$ cat src/rtl/gate_guard_pkg.sv
// Shared encodings for the gate guard: FSM states, fault causes and gate-vector helpers.
package gate_guard_pkg;

  typedef enum logic [1:0] {
    ST_IDLE  = 2'b00,
    ST_ARM   = 2'b01,
    ST_RUN   = 2'b10,
    ST_FAULT = 2'b11
  } state_e;

  typedef enum logic [1:0] {
    FC_NONE  = 2'b00,
    FC_EXT   = 2'b01,
    FC_SHOOT = 2'b10
  } fault_code_e;

  localparam int unsigned NUM_GATES = 6;

  // Gate vector order is {H, L, H1, L1, H2, L2}; ARM turns on the low sides only.
  localparam logic [NUM_GATES-1:0] ARM_GATES = 6'b010101;

  function automatic logic shoot_through(input logic [NUM_GATES-1:0] g);
    return (g[5] & g[4]) | (g[3] & g[2]) | (g[1] & g[0]);
  endfunction

endpackage

$ cat src/rtl/gate_guard_single_if.sv
// Gate request inputs and gate pin outputs of the single-phase gate guard.
interface gate_guard_single_if;
  logic h_in, l_in, h1_in, l1_in, h2_in, l2_in;
  logic H, L, H1, L1, H2, L2;

  modport master (
    output h_in, l_in, h1_in, l1_in, h2_in, l2_in,
    input  H, L, H1, L1, H2, L2
  );

  modport slave (
    input  h_in, l_in, h1_in, l1_in, h2_in, l2_in,
    output H, L, H1, L1, H2, L2
  );
endinterface

$ cat src/rtl/gate_glitch_filter.sv
// One gate channel: input register plus a minimum-pulse-width filter applied to both edges.
module gate_glitch_filter #(
  parameter int unsigned MINPW_W = 8
) (
  input  logic               clk,
  input  logic               rst,
  input  logic               i_in,
  input  logic [MINPW_W-1:0] i_min_pulse,
  output logic               o_filt
);

  logic               r_in_q;
  logic               r_filt;
  logic [MINPW_W-1:0] r_cnt;

  // >= so a lowered min_pulse takes effect on a counter already past it.
  always_ff @(posedge clk) begin
    if (rst) begin
      r_in_q <= 1'b0;
      r_filt <= 1'b0;
      r_cnt  <= '0;
    end else begin
      r_in_q <= i_in;
      if (r_in_q == r_filt) begin
        r_cnt <= '0;
      end else if (r_cnt >= i_min_pulse) begin
        r_filt <= r_in_q;
        r_cnt  <= '0;
      end else begin
        r_cnt <= r_cnt + MINPW_W'(1);
      end
    end
  end

  assign o_filt = r_filt;

endmodule

$ cat src/rtl/gate_guard_single.sv
// Gate guard between the deadtime driver and the gate pins: pulse filtering, bootstrap
// precharge, and latched all-off fault handling for external and shoot-through faults.
module gate_guard_single
  import gate_guard_pkg::*;
#(
  parameter int unsigned MINPW_W  = 8,
  parameter int unsigned FLT_FILT = 4,
  parameter int unsigned ARM_CYC  = 5000
) (
  input  logic               clk,
  input  logic               rst,
  input  logic               enable,
  input  logic               clr_fault,
  input  logic               fault_n_in,
  input  logic [MINPW_W-1:0] min_pulse,
  gate_guard_single_if.slave gio,
  output logic               fault,
  output logic [1:0]         fault_code,
  output logic [1:0]         state
);

  localparam int unsigned ARM_W = (ARM_CYC > 1) ? $clog2(ARM_CYC) : 1;
  localparam int unsigned FLT_W = $clog2(FLT_FILT + 1);
  localparam logic [ARM_W-1:0] ARM_LOAD = ARM_W'(ARM_CYC - 1);
  localparam logic [FLT_W-1:0] FLT_MAX  = FLT_W'(FLT_FILT);

  logic [NUM_GATES-1:0] w_req;
  logic [NUM_GATES-1:0] w_filt;

  assign w_req = {gio.h_in, gio.l_in, gio.h1_in, gio.l1_in, gio.h2_in, gio.l2_in};

  for (genvar g = 0; g < NUM_GATES; g++) begin : g_filt
    gate_glitch_filter #(
      .MINPW_W(MINPW_W)
    ) u_filt (
      .clk        (clk),
      .rst        (rst),
      .i_in       (w_req[g]),
      .i_min_pulse(min_pulse),
      .o_filt     (w_filt[g])
    );
  end

  // fault_n_in is asynchronous: two-flop synchroniser, then a saturating low-level counter.
  logic [1:0]       r_fn_sync;
  logic [FLT_W-1:0] r_flt_cnt;
  logic             w_ext_flt;

  always_ff @(posedge clk) begin
    if (rst) begin
      r_fn_sync <= 2'b11;
      r_flt_cnt <= '0;
    end else begin
      r_fn_sync <= {r_fn_sync[0], fault_n_in};
      if (r_fn_sync[1]) begin
        r_flt_cnt <= '0;
      end else if (r_flt_cnt != FLT_MAX) begin
        r_flt_cnt <= r_flt_cnt + FLT_W'(1);
      end
    end
  end

  assign w_ext_flt = (r_flt_cnt == FLT_MAX);

  state_e               r_state, w_state_d;
  fault_code_e          r_code, w_code_d;
  logic [ARM_W-1:0]     r_arm_cnt, w_arm_cnt_d;
  logic [NUM_GATES-1:0] r_gates, w_gates_d;
  logic                 r_fault;

  always_comb begin
    w_state_d   = r_state;
    w_code_d    = r_code;
    w_arm_cnt_d = r_arm_cnt;
    w_gates_d   = '0;

    if (w_ext_flt && (r_state != ST_FAULT)) begin
      w_state_d = ST_FAULT;
      w_code_d  = FC_EXT;
    end else if ((r_state == ST_RUN) && shoot_through(w_filt)) begin
      w_state_d = ST_FAULT;
      w_code_d  = FC_SHOOT;
    end else if (!enable && ((r_state == ST_ARM) || (r_state == ST_RUN))) begin
      w_state_d = ST_IDLE;
    end else begin
      unique case (r_state)
        ST_IDLE: begin
          if (enable) begin
            w_state_d   = ST_ARM;
            w_arm_cnt_d = ARM_LOAD;
          end
        end
        ST_ARM: begin
          if (r_arm_cnt == '0) w_state_d = ST_RUN;
          else                 w_arm_cnt_d = r_arm_cnt - ARM_W'(1);
        end
        ST_RUN: ;
        ST_FAULT: begin
          if (clr_fault && r_fn_sync[1]) begin
            w_state_d = ST_IDLE;
            w_code_d  = FC_NONE;
          end
        end
        default: ;
      endcase
    end

    // Decoding the next state keeps an illegal pair off the pins on the edge entering FAULT.
    case (w_state_d)
      ST_ARM:  w_gates_d = ARM_GATES;
      ST_RUN:  w_gates_d = w_filt;
      default: w_gates_d = '0;
    endcase
  end

  always_ff @(posedge clk) begin
    if (rst) begin
      r_state   <= ST_IDLE;
      r_code    <= FC_NONE;
      r_arm_cnt <= '0;
      r_gates   <= '0;
      r_fault   <= 1'b0;
    end else begin
      r_state   <= w_state_d;
      r_code    <= w_code_d;
      r_arm_cnt <= w_arm_cnt_d;
      r_gates   <= w_gates_d;
      r_fault   <= (w_state_d == ST_FAULT);
    end
  end

  assign gio.H      = r_gates[5];
  assign gio.L      = r_gates[4];
  assign gio.H1     = r_gates[3];
  assign gio.L1     = r_gates[2];
  assign gio.H2     = r_gates[1];
  assign gio.L2     = r_gates[0];
  assign fault      = r_fault;
  assign fault_code = r_code;
  assign state      = r_state;

endmodule

$ cat src/flat_wrapper.sv
// flat-port wrapper written by rule: the top's interface ports become plain ports
module gate_guard_single_flat import gate_guard_pkg::*;
#(
  parameter int unsigned MINPW_W  = 8,
  parameter int unsigned FLT_FILT = 4,
  parameter int unsigned ARM_CYC  = 5000
)
  (clk, rst, enable, clr_fault, fault_n_in, min_pulse, fault, fault_code, state, gio_h_in, gio_l_in, gio_h1_in, gio_l1_in, gio_h2_in, gio_l2_in, gio_H, gio_L, gio_H1, gio_L1, gio_H2, gio_L2);
  gate_guard_single_if gio_i ();
  input  logic clk;
  input  logic rst;
  input  logic enable;
  input  logic clr_fault;
  input  logic fault_n_in;
  input  logic [MINPW_W-1:0] min_pulse;
  output logic fault;
  output logic [1:0] fault_code;
  output logic [1:0] state;
  input wire logic [$bits(gio_i.h_in)-1:0] gio_h_in;
  input wire logic [$bits(gio_i.l_in)-1:0] gio_l_in;
  input wire logic [$bits(gio_i.h1_in)-1:0] gio_h1_in;
  input wire logic [$bits(gio_i.l1_in)-1:0] gio_l1_in;
  input wire logic [$bits(gio_i.h2_in)-1:0] gio_h2_in;
  input wire logic [$bits(gio_i.l2_in)-1:0] gio_l2_in;
  output wire logic [$bits(gio_i.H)-1:0] gio_H;
  output wire logic [$bits(gio_i.L)-1:0] gio_L;
  output wire logic [$bits(gio_i.H1)-1:0] gio_H1;
  output wire logic [$bits(gio_i.L1)-1:0] gio_L1;
  output wire logic [$bits(gio_i.H2)-1:0] gio_H2;
  output wire logic [$bits(gio_i.L2)-1:0] gio_L2;
  assign gio_i.h_in = gio_h_in;
  assign gio_i.l_in = gio_l_in;
  assign gio_i.h1_in = gio_h1_in;
  assign gio_i.l1_in = gio_l1_in;
  assign gio_i.h2_in = gio_h2_in;
  assign gio_i.l2_in = gio_l2_in;
  assign gio_H = gio_i.H;
  assign gio_L = gio_i.L;
  assign gio_H1 = gio_i.H1;
  assign gio_L1 = gio_i.L1;
  assign gio_H2 = gio_i.H2;
  assign gio_L2 = gio_i.L2;
  gate_guard_single #(.MINPW_W(MINPW_W), .FLT_FILT(FLT_FILT), .ARM_CYC(ARM_CYC)) u_core (.clk(clk), .rst(rst), .enable(enable), .clr_fault(clr_fault), .fault_n_in(fault_n_in), .min_pulse(min_pulse), .gio(gio_i), .fault(fault), .fault_code(fault_code), .state(state));
endmodule
$ cat config.mk
export PLATFORM = sky130hd
export DESIGN_NAME = gate_guard_single_flat
export DESIGN_NICKNAME = d
export VERILOG_FILES = /design/src/rtl/gate_guard_pkg.sv /design/src/rtl/gate_guard_single_if.sv /design/src/rtl/gate_glitch_filter.sv /design/src/rtl/gate_guard_single.sv /design/src/flat_wrapper.sv
export SDC_FILE = /design/constraint.sdc
export NUM_CORES = 1
export LEC_CHECK = 0
export CORE_MARGIN = 2
export CORE_UTILIZATION = 45
export CTS_CLUSTER_DIAMETER = 80
export DETAILED_ROUTE_END_ITERATION = 10
export PLACE_DENSITY_LB_ADDON = 0.25
export SLEW_MARGIN = 10
export SYNTH_ARGS = -nofsm -noshare
export SYNTH_HDL_FRONTEND = slang
export SYNTH_SLANG_ARGS = --single-unit
$ cat constraint.sdc
create_clock -name clk -period 5.8 [get_ports clk]
set_input_delay 1.16 -clock clk [delete_from_list [all_inputs] [get_ports clk]]
set_output_delay 1.16 -clock clk [all_outputs]
set_load 0.01 [all_outputs]
* After elaboration in Yosys (flattened, before gate mapping)
Cells that the tools add are included.
** Word-level totals
- Bits in read-only memories :: 0
- Input port bits :: 19
- Bits in latches :: 0
- Register bits :: 89
- Word-level logic and storage cells :: 119
- Memory bits (writable) :: 0
- Memories :: 0
- Output and inout port bits :: 11
** Cells by class
- Order comparisons :: 6
- $mul :: 0
- Add/sub/neg operators :: 8
- Divide/modulo/power cells :: 0
- Equal/unequal tests :: 19
- Bitwise gates (word level) :: 14
- Reduce and logical (&&, ||, !) cells :: 30
- Mux-type cells :: 16
- Shift operators :: 0
** Operators with widths (number)
- 8-bit by 1-bit adder with 8-bit output (second input constant) :: 6
- 8-bit greater-or-equal comparator :: 6
- 13-bit two-way mux :: 2
- 13-bit case mux with 2 select lines :: 1
- 2-bit two-way mux :: 10
- 3-bit OR reduction :: 6
- 13-bit logical NOT :: 1
- 13-bit by 1-bit subtractor with 13-bit output (second input constant) :: 1
- 6-bit case mux with 2 select lines :: 1
- 2-bit AND reduction :: 6
- 1-bit NOT :: 9
- 2-bit == test (second input constant) :: 4
- 1-bit == test :: 6
- 2-bit != test (second input constant) :: 3
- 2-bit case mux with 3 select lines :: 1
- 3-bit AND reduction :: 2
- 6-bit AND reduction :: 1
- 2-bit nonzero test :: 3
- 3-bit nonzero test :: 2
- 2-bit by 1-bit == test with 1-bit output (second input constant) :: 2
- 1-bit logical AND :: 4
- 2-bit OR reduction :: 2
- 3-bit by 1-bit adder with 3-bit output (second input constant) :: 1
- 1-bit AND :: 3
- 9 further kinds :: 10

* Logic depth before layout (Yosys ltp)
- Depth after elaboration :: 8
- Depth in mapped cells :: 10
- Gate-level depth less buffers :: 10

* Hierarchy
From an unflattened synthesis, not the netlist that was laid out.
** Unflattened totals
- Cell total of the unflattened synthesis :: 582
- Area, all modules :: 5104.9 um^2
** By module, submodules not included
- gate_glitch_filter :: area an instance 573.0 um^2, cells each 66, seq. area each 200.2 um^2, times used 6
- gate_guard_single :: area an instance 1666.6 um^2, cells each 186, seq. area each 580.6 um^2, times used 1

* Worst setup path before layout
OpenSTA, ideal clock, no wires.
- Kind :: input to register
- Start point :: input port min_pulse[0]
- End point :: register u_core.g_filt[1].u_filt.r_filt
- Data required time :: 5.672 ns
- Data arrival time :: 2.432 ns
- Slack :: 3.240 ns
- Library setup time :: 0.128 ns
- Path buffers :: 0
- Stages on the path :: 6
- Path through :: ha_1 -> nand2b_1 -> a2111o_1 -> a31oi_1 -> mux2i_1 -> nor2_1
** Between the ends
- Cells in the longest elaborated chain, start to end :: 2
** RTL lines
- start: declaration :: line flat_wrapper.sv:15 : input logic [MINPW_W-1:0] min_pulse;
- 8-bit greater-or-equal comparator :: line gate_glitch_filter.sv:26 : end else if (r_cnt >= i_min_pulse) begin
- 2-bit AND reduction (no line)
- end signal: assignment :: line gate_glitch_filter.sv:27 : r_filt <= r_in_q;
- end: declaration :: line gate_glitch_filter.sv:13 : logic r_filt;
Every way passes these cells.
A chain may end at the register's enable or synchronous reset.

* Worst setup path after layout
- Start point :: input port min_pulse[0]
- End point :: register u_core.g_filt[2].u_filt.r_cnt[6]
** Between the ends
- Cells in the longest elaborated chain, start to end :: 2
** RTL lines
- 8-bit greater-or-equal comparator :: line gate_glitch_filter.sv:26
- 3-bit OR reduction (no line)
- end signal: assignment :: line gate_glitch_filter.sv:30 : r_cnt <= r_cnt + MINPW_W'(1);
- end: declaration :: line gate_glitch_filter.sv:14 : logic [MINPW_W-1:0] r_cnt;
Every way passes these cells.

==> flow_metrics.env <==
export IMPL_regToRegSetupSlack_ps=3080
export IMPL_clockRootBuffer="clkbuf_8"
export IMPL_numPlacedInstances=687
export IMPL_syn_nets=611
export IMPL_grt_util_met3_pct=5.09
export IMPL_ctsHoldBuffers=0
export IMPL_status="complete, no violations"
export IMPL_htreeDepth=3
export IMPL_ant_nets=0
export IMPL_clockBufferDepth=2
export IMPL_hpwl_mm=7.00
export IMPL_worstReg2RegEnd="u_core.r_gates[5]$_SDFF_PP0_"
export IMPL_syn_area_um2=4720
export IMPL_cts_buffers=9
export IMPL_ioPinCount=30
export IMPL_setup_viol=0
export IMPL_start_kind="primary input"
export IMPL_hold_viol=0
export IMPL_clk_pin_slew_ps=90
export IMPL_worstPathRequired_ps=6110
export IMPL_slew_viol_final=0
export IMPL_use_met1_pct=22.0
export IMPL_drive_gt1_share_pct=5.47
export IMPL_grt_busiest_layer="met2"
export IMPL_start_util_pct=46.1
export IMPL_yosysWarnings=0
export IMPL_synth_flop_cell="dfxtp_1"
export IMPL_finClkSkew_ps=9.93
export IMPL_min_from="u_core.r_fn_sync[0]$_SDFF_PP1_"
export IMPL_areaGrowthSynthToFinish_pct=13.1
export IMPL_yosysSeqAreaShare_pct=37.8
export IMPL_async_reset_ff_share_pct=0
export IMPL_grtUsageMet2_pct=32.3
export IMPL_p_clk_share_pct=31.7
export IMPL_synth_avg_cell_area_um2=8.94
export IMPL_drt_iter0_drc=117
export IMPL_fin_setup_tns_ps=0
export IMPL_row_count=37
export IMPL_switching_share_pct=29.2
export IMPL_cts_sinks=89
export IMPL_post_cts_buffers=0
export IMPL_worst_r2r_path_depth=8
export IMPL_die_area_um2=11300
export IMPL_seqPwrFrac_pct=52.6
export IMPL_post_cts_resized=0
export IMPL_clkLatencyLatePin_ps=380
export IMPL_routedWlPerCell_um=13.3
export IMPL_synth_top_cell_area_share_pct=37.8
export IMPL_grt_max_degree=41
export IMPL_antenna_cells=0
export IMPL_setup_worst_path_class="primary input to flip-flop"
export IMPL_critPathMaxFanout=7
export IMPL_firstDrtPassIters=4
export IMPL_crit_arrival_ps=3350
export IMPL_viasPerCell=5.18
export IMPL_p_comb_share_pct=15.6
export IMPL_ys_top_cells_by_area="dfxtp_1 (38%), ha_1 (17%), nor2_1 (6.4%)"
export IMPL_reg2reg_from="u_core.state[0]$_SDFF_PP0_"
export IMPL_drv_cap=0
export IMPL_period_needed_ps=3040
export IMPL_grt_usage_pct=18.5
export IMPL_holdPathEnd="u_core.r_fn_sync[1]$_SDFF_PP1_"
export IMPL_cellPowerDensity_nw_per_um2=233
export IMPL_internal_power_mw=0.883
export IMPL_antenna_found_initial=0
export IMPL_rsz0062_at_grt="no"
export IMPL_fin_nets=645
export IMPL_num_vias=3639
export IMPL_grt_pass1_vias=3602
export IMPL_netlist_instances=528
export IMPL_fmax_ghz=0.329
export IMPL_synth_edf_count=0
export IMPL_portBuffers=29
export IMPL_wirelength_mm=9.38
export IMPL_switching_power_mw=0.363
export IMPL_core_area_um2=10200
export IMPL_fp_dieW_um=106
export IMPL_die_h_um=106
export IMPL_hold_class="flip-flop to flip-flop"
export IMPL_drc_errors=0
export IMPL_synth_seq_cells=89
export IMPL_whs_path_depth=1
export IMPL_cts_tree="done"
export IMPL_synth_top_area_cell="dfxtp_1"
export IMPL_tightest_slew_ps=593
export IMPL_vdd_drop_max_mv=0.155
export IMPL_synth_cell_types=43
export IMPL_finalPower_mw=1.25
export IMPL_place_congestion=0.821
export IMPL_fin_cells=703
export IMPL_grt_pass1_wl_mm=16.7
export IMPL_grt_overflow=0
export IMPL_period_share_pct=52.4
export IMPL_max_slew_margin_pct=59.9
export IMPL_setup_worst_path_end_class="flip-flop"
export IMPL_p_leak_nw=2.26
## per-stage QoR
| step | util [%] | hold slack [ps] | area (um2) | setup WS, ps |
|---|---|---|---|---|
| 2_1_floorplan | - | 389 | 4720 | 3240 |
| 3_3_place_gp | 50.4 | 392 | 5160 | 2410 |
| 3_5_place_dp | 50.4 | 393 | 5160 | 2360 |
| 4_1_cts | 52.2 | 417 | 5340 | 2740 |
| 5_1_grt | 52.2 | 427 | 5340 | 2550 |
| 6_report | 52.2 | 416 | 5340 | 2760 |
## placed cells by master, fill, tap and decap left out, types with 7 or more instances in the layout
| master | instances |
|---|---|
| xnor2_1 | 23 |
| nor3_1 | 10 |
| or2_2 | 8 |
| inv_1 | 25 |
| a21oi_1 | 24 |
| nand3_1 | 26 |
| nand2_1 | 34 |
| ha_1 | 64 |
| and3_1 | 14 |
| dfxtp_1 | 89 |
| mux2i_1 | 7 |
| a31oi_1 | 8 |
| nor2_1 | 80 |
| xor2_1 | 24 |
| nand2b_1 | 14 |
| clkbuf_8 | 9 |
| clkdlybuf4s50_1 | 29 |
| nor2b_1 | 8 |
| o21ai_0 | 18 |
## worst max-delay path, cell delays in order
cell and delay, ps:
clkdlybuf4s50_1 660, ha_1 280, nand2b_1 140, a2111o_1 400, a31oi_1 310, nand2_1 250
nor2_1 150
## layout make-up
| cell class | count | area, um2 |
|---|---|---|
| fillers | 965 | 4890 |
| multi-input cells | 407 | 2820 |
| flip-flops and latches | 89 | 1780 |
| repair buffers | 30 | 298 |
| well taps | 136 | 170 |
| clock buffers | 10 | 128 |
| inverters | 25 | 93.8 |
| clock inverters | 6 | 50.0 |
## state kept, by name, summed over array words and instances, names as in the netlist
signal,flops
u_core.fault,1
u_core.fault_code,2
u_core.g_filt.u_filt.o_filt,6
u_core.g_filt.u_filt.r_cnt,48
u_core.g_filt.u_filt.r_in_q,6
u_core.r_arm_cnt,13
u_core.r_flt_cnt,3
u_core.r_fn_sync,2
u_core.r_gates,6
u_core.state,2
## cell families after synthesis
kind of cell / synth area share [%]
buf+inv: 2.57
xor+xnor: 8.72
flops: 37.8
simple gates: 22.7
fa+ha+maj: 17.0
compound gates: 9.84
mux: 1.48
## worst max-delay path by stage
stage | from | end | slack [ps] | cells after the start
after floorplan | min_pulse[0] | u_core.g_filt[1].u_filt.o_filt$_SDFFE_PP0P_ | 3240 | 6
after global placement | min_pulse[0] | u_core.g_filt[2].u_filt.r_cnt[7]$_SDFF_PP0_ | 2410 | 7
after detailed placement | min_pulse[0] | u_core.g_filt[2].u_filt.r_cnt[7]$_SDFF_PP0_ | 2360 | 7
after CTS | min_pulse[0] | u_core.g_filt[0].u_filt.r_cnt[6]$_SDFF_PP0_ | 2740 | 7
after global routing | min_pulse[0] | u_core.g_filt[0].u_filt.r_cnt[6]$_SDFF_PP0_ | 2550 | 7
final | min_pulse[0] | u_core.g_filt[2].u_filt.r_cnt[6]$_SDFF_PP0_ | 2760 | 7
## power by group through the flow
| stage | clock network (mW) | logic [mW] | registers (mW) |
|---|---|---|---|
| finish | 0.395 | 0.195 | 0.656 |
| floorplan | 0 | 0.140 | 0.666 |
| detailed placement | 0 | 0.195 | 0.669 |
| CTS | 0.414 | 0.196 | 0.655 |
| global placement | 0 | 0.189 | 0.669 |
| global route | 0.437 | 0.223 | 0.660 |
## layer usage
metal / part of all wire, % / vias up
met1: 47 / 1676
met2: 48 / 50
met3: 3.3 / 8
met4: 1.2 / 0
li1: - / 1905
met5: 0 / -
## synthesized netlist by cell type, types with 2 or more instances
cell type,number
a2111o_1,6
a211oi_1,2
a21oi_1,24
a311oi_1,3
a31oi_1,8
and2_1,4
and3_1,14
buf_1,2
clkbuf_1,4
dfxtp_1,89
ha_1,64
inv_1,25
mux2i_1,7
nand2_1,34
nand2b_1,14
nand3_1,26
nand4_1,2
nor2_1,80
nor2b_1,8
nor3_1,10
nor4_1,6
o21ai_0,18
o31ai_1,3
or2_2,8
or3_1,2
or4_1,3
xnor2_1,23
xor2_1,24
No activity file was read; power rests on OpenSTA's default activity.
